## config.mk

```make
export PLATFORM = sky130hd
export DESIGN_NAME = q2_datapath
export DESIGN_NICKNAME = d
export VERILOG_FILES = /design/src/rtl/q2_datapath.sv
export SDC_FILE = /design/constraint.sdc
export NUM_CORES = 1
export LEC_CHECK = 0
export CAP_MARGIN = 15
export CORE_MARGIN = 8
export CORE_UTILIZATION = 38
export DETAILED_ROUTE_END_ITERATION = 16
export PLACE_DENSITY = 0.76
export RECOVER_POWER = 50
export SLEW_MARGIN = 20
export SYNTH_ARGS = -nofsm -noshare
export SYNTH_HDL_FRONTEND = slang
export SYNTH_SLANG_ARGS = --single-unit
```

## constraint.sdc

```tcl
create_clock -name clk -period 1.3 [get_ports clk]
set_input_delay 0.13 -clock clk [delete_from_list [all_inputs] [get_ports clk]]
set_output_delay 0.13 -clock clk [all_outputs]
set_load 0.005 [all_outputs]
```

## src/rtl/q2_datapath.sv

```systemverilog
// Q2 datapath: A/X/P/S registers, wired-AND bus emulation and a serial
// shift engine that steps X one bit per cycle under a busy/done handshake.
module q2_datapath #(
  parameter int unsigned       WIDTH   = 12,
  parameter logic [WIDTH-1:0]  RESET_P = '0,
  parameter int unsigned       CNT_W   = $clog2(WIDTH)
) (
  input  logic             clk,
  input  logic             rst,
  input  logic [WIDTH-1:0] dbus_in,
  output logic [WIDTH-1:0] dbus_out,
  output logic             dbus_oe,
  output logic [WIDTH-1:0] abus_out,
  output logic             abus_oe,
  input  logic             wra,
  input  logic             rda,
  input  logic             wrx,
  input  logic [1:0]       xsel,
  input  logic             rdx,
  input  logic             wrp,
  input  logic             incp,
  input  logic             rdp,
  input  logic             sw,
  input  logic             dep,
  input  logic [WIDTH-1:0] sw_data,
  input  logic             rsts,
  input  logic             wrs,
  input  logic             sin,
  input  logic             shift_start,
  input  logic             shift_dir,
  input  logic [CNT_W-1:0] shamt,
  output logic             busy,
  output logic             done,
  output logic [WIDTH-1:0] aout,
  output logic [WIDTH-1:0] xout,
  output logic [WIDTH-1:0] pout,
  output logic             sout
);

  typedef enum logic [1:0] {
    IDLE  = 2'd0,
    SHIFT = 2'd1,
    DONE  = 2'd2
  } state_t;

  state_t state, state_nx;

  logic [WIDTH-1:0] a_q, x_q, p_q;
  logic             s_q;
  logic [CNT_W-1:0] cnt_q;
  logic             dir_q;

  logic [WIDTH-1:0] x_shifted;
  logic             shift_bit;
  logic [WIDTH-1:0] x_load;
  logic             panel_drive;

  // Next-state logic for the shift sequencer
  always_comb begin
    state_nx = state;
    case (state)
      IDLE:    if (shift_start) state_nx = (shamt != '0) ? SHIFT : DONE;
      SHIFT:   if (cnt_q == CNT_W'(1)) state_nx = DONE;
      DONE:    state_nx = IDLE;
      default: state_nx = IDLE;
    endcase
  end

  // State register; busy/done are registered decodes of the next state
  always_ff @(posedge clk) begin
    if (!rst) begin
      state <= IDLE;
      busy  <= 1'b0;
      done  <= 1'b0;
    end else begin
      state <= state_nx;
      busy  <= (state_nx == SHIFT);
      done  <= (state_nx == DONE);
    end
  end

  // One-bit shift of X with zero fill; shift_bit is the bit leaving X
  always_comb begin
    x_shifted = x_q;
    shift_bit = 1'b0;
    if (dir_q) begin
      x_shifted = {1'b0, x_q[WIDTH-1:1]};
      shift_bit = x_q[0];
    end else begin
      x_shifted = {x_q[WIDTH-2:0], 1'b0};
      shift_bit = x_q[WIDTH-1];
    end
  end

  always_comb begin
    x_load = x_q;
    case (xsel)
      2'd0:    x_load = '0;
      2'd1:    x_load = p_q;
      2'd2:    x_load = dbus_in;
      default: x_load = x_q;
    endcase
  end

  // Architectural registers; the shift engine owns X and S while shifting
  always_ff @(posedge clk) begin
    if (!rst) begin
      a_q   <= '0;
      x_q   <= '0;
      p_q   <= RESET_P;
      s_q   <= 1'b0;
      cnt_q <= '0;
      dir_q <= 1'b0;
    end else begin
      if (wra) a_q <= dbus_in;

      if (wrp)       p_q <= x_q;
      else if (incp) p_q <= p_q + WIDTH'(1);

      if (state == SHIFT) x_q <= x_shifted;
      else if (wrx)       x_q <= x_load;

      if (rsts)                s_q <= 1'b0;
      else if (state == SHIFT) s_q <= shift_bit;
      else if (wrs)            s_q <= sin;

      if (state == IDLE && shift_start) begin
        cnt_q <= shamt;
        dir_q <= shift_dir;
      end else if (state == SHIFT) begin
        cnt_q <= cnt_q - CNT_W'(1);
      end
    end
  end

  // Open-drain emulation: inactive drivers contribute all-ones
  assign panel_drive = dep & sw;
  assign dbus_oe     = rda | panel_drive;
  assign dbus_out    = (rda ? a_q : '1) & (panel_drive ? sw_data : '1);
  assign abus_oe     = rdx | rdp;
  assign abus_out    = (rdx ? x_q : '1) & (rdp ? p_q : '1);

  assign aout = a_q;
  assign xout = x_q;
  assign pout = p_q;
  assign sout = s_q;

endmodule

```

; Word level (Yosys, flattened, before mapping)
; Index checks and enable logic that the tools add are counted.
[word_totals]
output_inout_bits = 65
ff_bits = 46
wordCells = 53
input_bits = 46
[classes]
reduce_logical = 11
mux = 19
add_sub_neg = 2
bitwise_logic = 6
eq_ne = 6
[ops]
columns = op, count
row1 = 12-bit 2-to-1 mux, 9
row2 = 12-bit case mux with 3 select lines, 1
row3 = 12-bit bitwise AND, 2
row4 = 12-bit by 1-bit adder with 12-bit output (second input constant), 1
row5 = 4-bit 2-to-1 mux, 2
row6 = 2-bit nonzero test, 4
row7 = 4-bit nonzero test, 2
row8 = 2-bit by 1-bit equality test with 1-bit output (second input constant), 3
row9 = 2-bit 2-to-1 mux, 3
row10 = 2-bit equality test (second input constant), 2
row11 = 4-bit by 1-bit equality test with 1-bit output (second input constant), 1
row12 = 2-bit zero test, 2
row13 = 2-bit case mux with 2 select lines, 1
row14 = 4-bit by 1-bit subtractor with 4-bit output (second input constant), 1
row15 = 1-bit 2-to-1 mux, 3
row16 = 1-bit bitwise OR, 2
row17 = 2-bit AND reduction, 1
row18 = 2-bit OR reduction, 1
row19 = 1-bit bitwise AND, 1
row20 = 1-bit logical AND, 1
row21 = 1-bit NOT, 1

; Logic depth before layout (Yosys ltp)
[logic_depth]
depth_word = 5
depth_mapped = 7
mapped_depth_nobuf = 6

; Worst setup path after synthesis
; No wires, ideal clock.
[synth_timing]
kind = flip-flop to flip-flop
startpoint = reg p_q[2], in the netlist pout[2]
endpoint = reg p_q[5], in the netlist pout[5]
path_slack_ps = -138
stages_incl_launch_ff = 5
t_required_ps = 1184
arrival_time_ps = 1322
setup_time_ps = 116
period_less_slack_ps = 1438
path_buffers = 0
cell_sequence = dfxtp_1 -> inv_2 -> or4_4 -> xnor2_1 -> o211a_1
[synth_between]
elab_chain_len = 3
[synth_lines]
columns = item, line_no
row1 = from (decl), 48  ; logic [WIDTH-1:0] a_q, x_q, p_q;
row2 = from (signal assigned), 117  ; if (wrp) p_q <= x_q;
row3 = from (signal assigned), 118  ; else if (incp) p_q <= p_q + WIDTH'(1);
row4 = 12-bit by 1-bit adder with 12-bit output, 118
row5 = 12-bit 2-to-1 mux, 118
row6 = 12-bit 2-to-1 mux, 117
; No other way between the ends. The select of a mux whose other input is x is not followed.
; A chain may end at the register's enable or synchronous reset.

; Final worst setup path
[layout_timing]
startpoint = reg p_q[3], in the netlist pout[3]
endpoint = reg p_q[5], in the netlist pout[5]
; Same word-level chain as after synthesis.

==> run summary <==
Run status -> finished with violations
Failing checks -> negative setup slack
Peak supply drop -> 0.4446 mV
Finished Layout Cells -> 582
Area added between synthesis and finish -> 81.28%
GRT Residual Overflow -> 0
HP Class -> input port to flop
All-Layer GR Usage -> 20.05%
CP Cell Sequence -> inv_1 -> or4_4 -> xnor2_1 -> o211a_1
Synth Area in Simple Gates -> 16.56%
Distinct cells, synth -> 38
HPWL Detailed -> 7.157 mm
Clk Latency, worst-skew pair -> 310 ps
Proportion of netlist area held by the largest area contributor -> 36.06%
Initial Util -> 38.44%
Crit path time final -> 1373 ps
DR pass1 iterations -> 4
Setup crit end kind -> flop
Largest area contributor in the netlist -> dfxtp_1
Clock sink count -> 46
Post-Synth Adder-Cell Area -> 2.940%
#FFs+latches synth -> 46
IO Count -> 111
Placed Cells incl. Taps -> 555
Slew HR -> 75.67%
Tot Pwr -> 3.800 mW
Synth Area in Compound Gates -> 21.90%
Synth top area cells -> dfxtp_1, mux2i_1, a22oi_1
Worst slew pin tran -> 355.8 ps
Core outline area -> 0.006644 mm2
Max-cap viol count -> 0
Post-synth EDFFs -> 0
RePlAce Congestion -> 0.8851
WP data arrival -> 1580 ps
Number of global-route vias before repair -> 3374
Synthesized cell area -> 0.002554 mm2
Mapped Nets -> 372
Core Rows -> 30
Mux contribution to synthesized area -> 9.799%
Final nets -> 553
Lkg Pwr -> 2.125 nW
Antenna cell count -> 0
Average wire per standard cell -> 17.69 um
Initial antenna violation count -> 0
Via Count -> 3130
Max clock buf depth -> 2
Clk pin slew, worst setup/hold paths -> 90 ps
Achievable Freq -> 728.4 MHz
Root buf cell -> clkbuf_8
Wire length reported by the detailed router -> 10.30 mm
Clk_skew -> 9.155 ps
Crit-path max FO -> 3
Count of input and output buffers -> 110
Pin count of the biggest net entering global routing -> 17
Synth Instances -> 320
Ys flop type -> dfxtp_1
Share of cells above drive strength 1 -> 33.86%
Routed Antenna Nets -> 0
Yosys warnings -> 0
Worst setup SP type -> flop
Critical-path top delay cell -> or4_4
CTS H-Tree Depth -> 2
TritonCTS buffer count -> 5
Die width -> 97.98 um
# hold bufs at CTS -> 0
Final setup violation count -> 5
Hold Vio Cnt, Final -> 0
Largest stage delay on the critical path -> 510 ps
CTS tree -> yes
Largest family of logic cells by synthesized area -> compound AO/OA/AOI/OAI gates
Pwr/cell area -> 820.9 mW/mm2
Sequential area share after synthesis -> 36.06%
Setup WS post-layout -> -72.96 ps
Post-synth ARST share -> 0%
Final Cycle Share -> 105.6%
RSZ-0062 raised after global routing -> yes
Post-Synth XOR/XNOR Area -> 3.773%
First-iteration detailed-routing DRC count -> 184
Crit Path Category -> flop to flop
Via density -> 5.378
Die height -> 97.98 um
Critical Path RT -> 1500 ps
Final Slew Violations -> 0
Synthesized area per cell -> 7.980 um2
First-pass GRT wire length -> 15.91 mm
Drt drc -> 0
Total die area -> 0.009599 mm2
## layout make-up
| type | instances | area, um2 |
|---|---|---|
| Inverter | 42 | 157.7 |
| Fill cell | 519 | 2014 |
| Clock buffer | 5 | 68.82 |
| Multi-Input combinational cell | 215 | 1595 |
| Timing Repair Buffer | 191 | 1703 |
| Sequential cell | 46 | 964.7 |
| Tap cell | 80 | 100.1 |
| Clock inverter | 3 | 40.04 |
## cells in the mapped netlist, types with 5 or more instances
cell,number
a211oi_1,5
a21oi_1,22
a22oi_1,23
clkbuf_1,11
dfxtp_1,46
ha_1,6
inv_1,40
mux2i_1,25
nand2_1,19
nand3_1,5
nand4_1,6
nor2_1,44
nor3_1,6
o21ai_0,6
o221ai_1,10
xnor2_1,10
## where the power goes
part	total (mW)	switching (mW)	internal [mW]
clock	1.07	0.502	0.567
combinational	1.16	0.527	0.632
sequential	1.57	0.0762	1.50
total	3.80	1.11	2.70
## state kept, by name, summed over array words and instances (netlist names)
| signal | flops |
|---|---|
| sout | 1 |
| cnt_q | 4 |
| xout | 12 |
| busy | 1 |
| done | 1 |
| aout | 12 |
| pout | 12 |
| state | 2 |
| dir_q | 1 |
## logic make-up (layout without fill, tap and decap cells)
kind of cell | count (synthesis) | count (layout)
flops | 46 | 46
simple gates | 93 | 93
compound gates | 80 | 80
buf+inv | 59 | 241
mux | 25 | 25
fa+ha+maj | 6 | 6
xor+xnor | 11 | 11
## layout by cell type (no fill, tap or decap), types with 5 or more instances in the layout
cell	netlist	layout
a21oi_1	22	22
a22oi_1	23	19
buf_2	3	6
buf_4	1	65
buf_6	0	9
clkbuf_2	0	13
clkbuf_8	0	5
clkdlybuf4s15_1	0	6
clkdlybuf4s25_1	0	5
clkdlybuf4s50_1	0	41
dfxtp_1	46	21
dfxtp_2	0	20
dfxtp_4	0	5
dlygate4sd2_1	0	33
dlymetal6s2s_1	0	6
inv_1	40	37
mux2i_1	25	25
nand2_1	19	17
nand4_1	6	6
nor2_1	44	38
o21ai_0	6	5
o221ai_1	10	8
xnor2_1	10	9
## layer usage
layer  wire [um]  up-vias  GRT usage [%]  share of wire (%)
met5           0        -              0                  0
met4         336        0          7.794                3.3
met3         942       29          7.041                9.1
met2        4959      147          35.35                 48
met1        4057     1472          21.37                 39
li1            -     1482              -                  -
## repair_timing
action,in CTS,in global routing
gates resized for setup,135,67
pin swaps,4,8
setup endpoints to repair,83,54
cloned,1,1
setup buffers,10,7
## worst max-delay path: cells and delay by family (launching register included)
kind                   cells  cell delay (ps)
buffers and inverters      1               60
AO/OA/AOI/OAI              1              200
XOR/XNOR                   1              140
AND/OR/NAND/NOR            1              510
flip-flops                 1              360
## path summary, 6_finish.rpt
check / start / to / slack, ps / cells past startpoint
min: rsts / sout$_SDFFE_PP0P_ / 390 / 2
max reg2reg: pout[3]$_SDFFE_PN0P_ / pout[5]$_SDFFE_PN0P_ / -70 / 4
max: pout[3]$_SDFFE_PN0P_ / pout[5]$_SDFFE_PN0P_ / -70 / 4
min reg2reg: aout[0]$_SDFFE_PN0P_ / aout[0]$_SDFFE_PN0P_ / 510 / 2
## metrics by stage
| stage | TNS, ps | utilization (%) | instance area, um2 | setup WS [ps] | hold slack, ps |
|---|---|---|---|---|---|
| 2_1_floorplan | -51.00 | - | 2569 | -51.00 | 213.1 |
| 3_5_place_dp | -16210 | 63.41 | 4213 | -490.6 | 486.1 |
| 3_3_place_gp | -14090 | 63.41 | 4213 | -429.6 | 479.0 |
| 6_report | -157.9 | 69.68 | 4629 | -72.96 | 391.2 |
| 4_1_cts | -158.9 | 67.36 | 4476 | -62.75 | 394.0 |
| 5_1_grt | -787.1 | 69.68 | 4629 | -106.2 | 391.5 |
(Power assumes the default switching activity.)
